`src/rtl/blake2_ctrl_pkg.sv`:
```
// Shared definitions for the BLAKE2s block controller: FSM states, sizing
// constants and the byte-counter command codes.
package blake2_ctrl_pkg;

  localparam int BLOCK_BYTES = 64;
  localparam int OUT_MAX     = 32;

  typedef enum logic [1:0] {
    IDLE,
    RECV,
    COMP,
    OUT
  } state_e;

  // CONF clears t at message start, DATA holds it, START advances by one
  // block, LAST loads the final length (plus the key block when keyed).
  typedef enum logic [1:0] {
    CONF,
    START,
    DATA,
    LAST
  } cmd_e;

endpackage

```
`src/rtl/blake2_t_counter.sv`:
```
// 64-bit BLAKE2 byte counter t: cleared per message, advanced per block,
// loaded with the total length on the last block (all sums mod 2^64).
module blake2_t_counter #(
  parameter int BLOCK_BYTES = blake2_ctrl_pkg::BLOCK_BYTES
) (
  input  logic                  clk,
  input  logic                  nreset,
  input  blake2_ctrl_pkg::cmd_e cmd,
  input  logic                  fresh,
  input  logic [63:0]           ll,
  input  logic                  keyed,
  output logic [63:0]           t
);
  import blake2_ctrl_pkg::*;

  logic [63:0] t_q;
  logic [63:0] t_d;
  logic [63:0] base;

  always_comb begin
    // A block that both opens and closes in IDLE must count from zero.
    base = fresh ? 64'd0 : t_q;
    t_d  = t_q;
    case (cmd)
      CONF:    t_d = 64'd0;
      START:   t_d = base + 64'(BLOCK_BYTES);
      LAST:    t_d = ll + (keyed ? 64'(BLOCK_BYTES) : 64'd0);
      default: t_d = t_q;
    endcase
  end

  always_ff @(posedge clk) begin
    if (!nreset) t_q <= '0;
    else         t_q <= t_d;
  end

  assign t = t_q;

endmodule

```
`src/rtl/blake2_ctrl.sv`:
```
// BLAKE2s block controller: counts block bytes, launches compression with
// init/final/t, then strobes out the digest byte indices.
module blake2_ctrl #(
  parameter int BLOCK_BYTES = blake2_ctrl_pkg::BLOCK_BYTES,
  parameter int OUT_MAX     = blake2_ctrl_pkg::OUT_MAX
) (
  input  logic        clk,
  input  logic        nreset,
  input  logic [5:0]  kk_i,
  input  logic [5:0]  nn_i,
  input  logic [63:0] ll_i,
  input  logic        data_v_i,
  input  logic [5:0]  data_idx_i,
  input  logic        block_first_i,
  input  logic        block_last_i,
  output logic        comp_start_o,
  output logic        comp_init_o,
  output logic        comp_final_o,
  output logic [63:0] comp_t_o,
  input  logic        comp_done_i,
  output logic        ready_v_o,
  output logic        hash_v_o,
  output logic [5:0]  hash_idx_o,
  output logic        err_o
);
  import blake2_ctrl_pkg::*;

  state_e      state_q, state_d;
  logic        start_q;
  logic        err_q, err_d;
  logic [5:0]  hash_idx_q, hash_idx_d;

  logic        keyed_q;
  logic [5:0]  nn_q;
  logic [63:0] ll_q;
  logic        first_q, last_q;

  logic        accept;
  logic        blk_end;
  logic        cfg_latch;
  logic        nn_over;
  logic [5:0]  nn_clamped;
  logic [63:0] ll_eff;
  logic        keyed_eff;
  cmd_e        t_cmd;
  logic [63:0] t_val;

  always_comb begin
    accept     = data_v_i && (state_q == IDLE || state_q == RECV);
    blk_end    = accept && (data_idx_i == 6'(BLOCK_BYTES - 1));
    cfg_latch  = data_v_i && (state_q == IDLE) && block_first_i;
    nn_over    = {26'd0, nn_i} > 32'(OUT_MAX);
    nn_clamped = nn_over ? 6'(OUT_MAX) : nn_i;
    // Config latched this very cycle is not yet in the registers.
    ll_eff     = cfg_latch ? ll_i : ll_q;
    keyed_eff  = cfg_latch ? (kk_i != 6'd0) : keyed_q;
    if (blk_end)        t_cmd = block_last_i ? LAST : START;
    else if (cfg_latch) t_cmd = CONF;
    else                t_cmd = DATA;
  end

  blake2_t_counter #(
    .BLOCK_BYTES(BLOCK_BYTES)
  ) u_t_counter (
    .clk   (clk),
    .nreset(nreset),
    .cmd   (t_cmd),
    .fresh (cfg_latch),
    .ll    (ll_eff),
    .keyed (keyed_eff),
    .t     (t_val)
  );

  always_comb begin
    state_d    = state_q;
    hash_idx_d = '0;
    err_d      = err_q;
    if (data_v_i && !accept)                err_d = 1'b1;
    if (comp_done_i && state_q != COMP)     err_d = 1'b1;
    if (cfg_latch && nn_over)               err_d = 1'b1;
    case (state_q)
      IDLE: if (accept)  state_d = blk_end ? COMP : RECV;
      RECV: if (blk_end) state_d = COMP;
      COMP: begin
        if (comp_done_i) begin
          if (!last_q)              state_d = RECV;
          else if (nn_q == 6'd0)    state_d = IDLE;
          else                      state_d = OUT;
        end
      end
      OUT: begin
        if (hash_idx_q == nn_q - 6'd1) state_d = IDLE;
        else                           hash_idx_d = hash_idx_q + 6'd1;
      end
      default: state_d = IDLE;
    endcase
  end

  always_ff @(posedge clk) begin
    if (!nreset) begin
      state_q    <= IDLE;
      start_q    <= 1'b0;
      err_q      <= 1'b0;
      hash_idx_q <= '0;
    end else begin
      state_q    <= state_d;
      start_q    <= blk_end;
      err_q      <= err_d;
      hash_idx_q <= hash_idx_d;
    end
  end

  always_ff @(posedge clk) begin
    if (cfg_latch) begin
      keyed_q <= (kk_i != 6'd0);
      nn_q    <= nn_clamped;
      ll_q    <= ll_i;
    end
    if (blk_end) begin
      first_q <= block_first_i;
      last_q  <= block_last_i;
    end
  end

  always_comb begin
    comp_start_o = start_q;
    comp_init_o  = first_q;
    comp_final_o = last_q;
    comp_t_o     = t_val;
    ready_v_o    = (state_q == IDLE) || (state_q == RECV);
    hash_v_o     = (state_q == OUT);
    hash_idx_o   = hash_idx_q;
    err_o        = err_q;
  end

endmodule

```
`config.mk`:
```
export PLATFORM = sky130hd
export DESIGN_NAME = blake2_ctrl
export DESIGN_NICKNAME = d
export VERILOG_FILES = /design/src/rtl/blake2_ctrl_pkg.sv /design/src/rtl/blake2_t_counter.sv /design/src/rtl/blake2_ctrl.sv
export SDC_FILE = /design/constraint.sdc
export NUM_CORES = 1
export LEC_CHECK = 0
export ABC_AREA = 1
export CAP_MARGIN = 20
export CORE_UTILIZATION = 38
export CTS_CLUSTER_SIZE = 16
export DETAILED_ROUTE_END_ITERATION = 12
export DONT_BUFFER_PORTS = 1
export GPL_ROUTABILITY_DRIVEN = 0
export PLACE_DENSITY = 0.58
export SYNTH_ARGS = -nofsm -noshare
export SYNTH_HDL_FRONTEND = slang
export SYNTH_SLANG_ARGS = --single-unit
```
`constraint.sdc`:
```
create_clock -name clk -period 5.4 [get_ports clk]
set_input_delay 1.62 -clock clk [delete_from_list [all_inputs] [get_ports clk]]
set_output_delay 1.62 -clock clk [all_outputs]
set_load 0.02 [all_outputs]
```
==> impl_metrics.ini <==
[critical_path]
r2r_slack_ns = 2.02
r2r-start = state_q[1]
slowest_stage = nor2_1
max_stage_delay_ns = 0.30
crit_path_max_fanout = 56
required_ns = 5.73
worstReg2RegEnd = u_t_counter.t[61]
reg2regPathDepth = 16
crit_chain = inv_1 -> nor2_4 -> nand2_8 -> inv_2 -> nor2_1 -> a31oi_1 -> ha_1 -> ha_1 -> inv_1 -> nor2_2 -> nand2_1 -> nor2_2 -> inv_1 -> nor2_1 -> nand3_1 -> nand3_1 -> nand3_1 -> nand2_1 -> inv_1
path_class = in2reg
crit_top_cell = inv_1
startpoint_type = input port
crit_path_end_kind = flop
cp.arrival_ns = 4.44

[floorplanning]
fp.dieH_um = 175
die_x_um = 175
io-pin-count = 164
coreArea_um2 = 29000
num_rows = 62
dieArea_um2 = 30500
start_util_pct = 39.1

[logic_synthesis]
yosysWarningCount = 0
synth.avg_cell_area_um2 = 5.64
synth_edf_count = 8
synthesis.nets = 2107
yosysSeqAreaShare_pct = 26.6
synth_top_area_cell = dfxtp_1
syn_inst = 2013
syn_area_um2 = 11300
async_flop_share_pct = 0
synth_cell_type_count = 40
synth_area_leaders = dfxtp_1 25%, nand2_1 22%, nand3_1 11%
ys_seq_elements = 147
synth.top_cell.area_share_pct = 24.5
synthFlopType = dfxtp_1

[detailed_routing]
drcViolationCount = 0
drt_iter0_markers = 1344
vias = 12818
ant_nets = 0
wire_per_inst_um = 18.9
vias_per_cell = 5.39
wirelength_mm = 44.8
dr.pass1.iters = 6

[sta]
period_minus_slack_ns = 4.11
finalClockSkew_ns = 0.0152
hold_viol = 0
period_share_pct = 76.1
worst_pin_slew_ns = 0.991
hold_ws_ns = 0.454
tns_ns = 0
relSlewSlack_pct = 33.4
fmax_mhz = 243
finalSetupViolCount = 0
rsz0062_at_grt = false
slew_viol_final = 0

[clocking]
cts.htree.levels = 4
clock_sinks = 147
ctsResizeCount = 0
cts_root_buf = clkbuf_16
postCtsHoldBufs = 0
path_clk_slew_ns = 0.06
cts_setup_buffers = 0
worstSkewPairLatency_ns = 0.44
numCtsBuffers = 17
cts_tree = built
cts.path.max_buffers = 2

[place]
post-dp-hpwl_mm = 35.1
dpl_cell_area_um2 = 11500
io_buffers = 0

[hold_path]
holdPathEnd = ll_q[5]
worstHoldPathType = reg2reg
hold_path_depth = 2
hold_path.startpoint = ll_q[5]

[cells_and_area]
fin_nets = 2073
drive_gt1_share_pct = 5.12
layout_common_cells = 664 x nand2_1, 301 x nor2_1, 261 x inv_1
final_common_cell = nand2_1
design_area_um2 = 12200
syn2layout_area_growth_pct = 7.58
regArea_um2 = 3020
multiInputGateArea_um2 = 6920
antennaDiodeCount = 0
fillCellCount = 3213

[pwr]
p_int_w = 0.00247
p_seq_share_pct = 33.7
p_comb_share_pct = 33.4
p_switching_w = 0.00165
vdd_drop_max_v = 0.000240
clkPwrFrac_pct = 33.0
power_density_nw_per_um2 = 338
p_leak_nw = 5.44
switching_share_pct = 40.1

[global_routing]
track_usage_pct = 29.5
antenna_found_initial = 0
grt_pass1_vias = 11763
grt_pass1_wl_mm = 68.1
grt_max_degree = 82
grt_overflow = 0

[job]
maxCapViolCount = 0

[outcome]
status = finished, final reports clean
-- synth_stat cells, types with 2 or more instances --
| cell type | number |
|---|---|
| inv_2 | 11 |
| nor2_2 | 23 |
| buf_2 | 18 |
| inv_1 | 261 |
| nor3_2 | 5 |
| nor3_1 | 15 |
| edfxtp_1 | 8 |
| nor4_1 | 2 |
| o21ai_1 | 9 |
| dfxtp_1 | 139 |
| xor2_1 | 14 |
| nor2_4 | 5 |
| nand2_1 | 664 |
| o211ai_1 | 4 |
| buf_4 | 6 |
| nor2_1 | 302 |
| nand3b_1 | 43 |
| or2_2 | 4 |
| a31oi_1 | 19 |
| o22ai_1 | 2 |
| nor3b_1 | 3 |
| clkinv_1 | 2 |
| nand4_1 | 39 |
| clkbuf_1 | 25 |
| buf_1 | 4 |
| nand3_1 | 251 |
| ha_1 | 6 |
| a21oi_1 | 45 |
| xnor2_1 | 9 |
| buf_6 | 13 |
| nand2_2 | 7 |
| o21ai_0 | 43 |
| and2_1 | 5 |
-- metal layers --
| layer | vias up | GRT usage, % | part of all wire [%] |
|---|---|---|---|
| met5 | - | 0 | 0 |
| met2 | 616 | 47.4 | 44 |
| met3 | 113 | 6.96 | 9.6 |
| li1 | 6282 | - | - |
| met1 | 5807 | 35.9 | 41 |
| met4 | 0 | 17.0 | 5.8 |
-- flip-flops by register name, indices dropped and copies added, names as in the netlist --
name           flops
hash_idx_o         6
state_q            2
nn_q               6
keyed_q            1
err_o              1
comp_start_o       1
u_t_counter.t     64
comp_final_o       1
comp_init_o        1
ll_q              64
-- final cells by class --
type                            instances  share of cell area, %
Clock buffer                           21                   3.95
Clock inverter                         11                   1.43
Inverter                              274                   8.43
Multi-Input combinational cell       1526                   56.7
Sequential cell                       147                   24.8
Tap cell                              384                   3.94
Timing Repair Buffer                   13                  0.800
-- worst max-delay path, delay by kind of cell --
family	cells	cell delay, ns
buffers and inverters	5	0.53
adder cells (fa/ha/maj)	2	0.49
AND/OR/NAND/NOR	11	1.58
AO/OA/AOI/OAI	1	0.21
-- per-stage QoR --
stage	utilization, %	instances	worst slack [ns]	total power, W
after global placement	39.8	2344	0.962	0.00274
after CTS	42.1	2376	1.35	0.00411
after detailed placement	39.8	2344	0.907	0.00275
after global routing	42.1	2376	0.949	0.00437
after floorplan	-	2013	0.858	0.00240
final	42.1	2376	1.29	0.00412
-- power groups by stage --
stage                     Clock [W]  Combinational (W)  Sequential, W
after CTS                   0.00137            0.00135        0.00139
after detailed placement          0            0.00134        0.00141
after floorplan                   0            0.00101        0.00139
final                       0.00136            0.00138        0.00139
after global placement            0            0.00134        0.00140
after global routing        0.00142            0.00154        0.00141
-- kinds of logic (layout without fill, tap and decap cells) --
kind of cell,after synthesis,after routing,share of synthesized area (%)
simple gates,1370,1370,52.3
buf+inv,340,319,12.5
fa+ha+maj,6,6,0.662
flops,147,147,26.6
compound gates,127,127,6.08
xor+xnor,23,23,1.78
-- how the worst max path moves through the flow --
stage                  startpoint                end  slack (ns)  depth (start not counted)
floorplan           block_first_i  u_t_counter.t[60]        0.86                         22
global placement         data_v_i  u_t_counter.t[61]        0.96                         17
detailed placement       data_v_i  u_t_counter.t[60]        0.91                         19
CTS                      data_v_i  u_t_counter.t[60]        1.35                         19
global route             data_v_i  u_t_counter.t[60]        0.95                         19
finish                   data_v_i  u_t_counter.t[60]        1.29                         19
(Power assumes the default switching activity.)
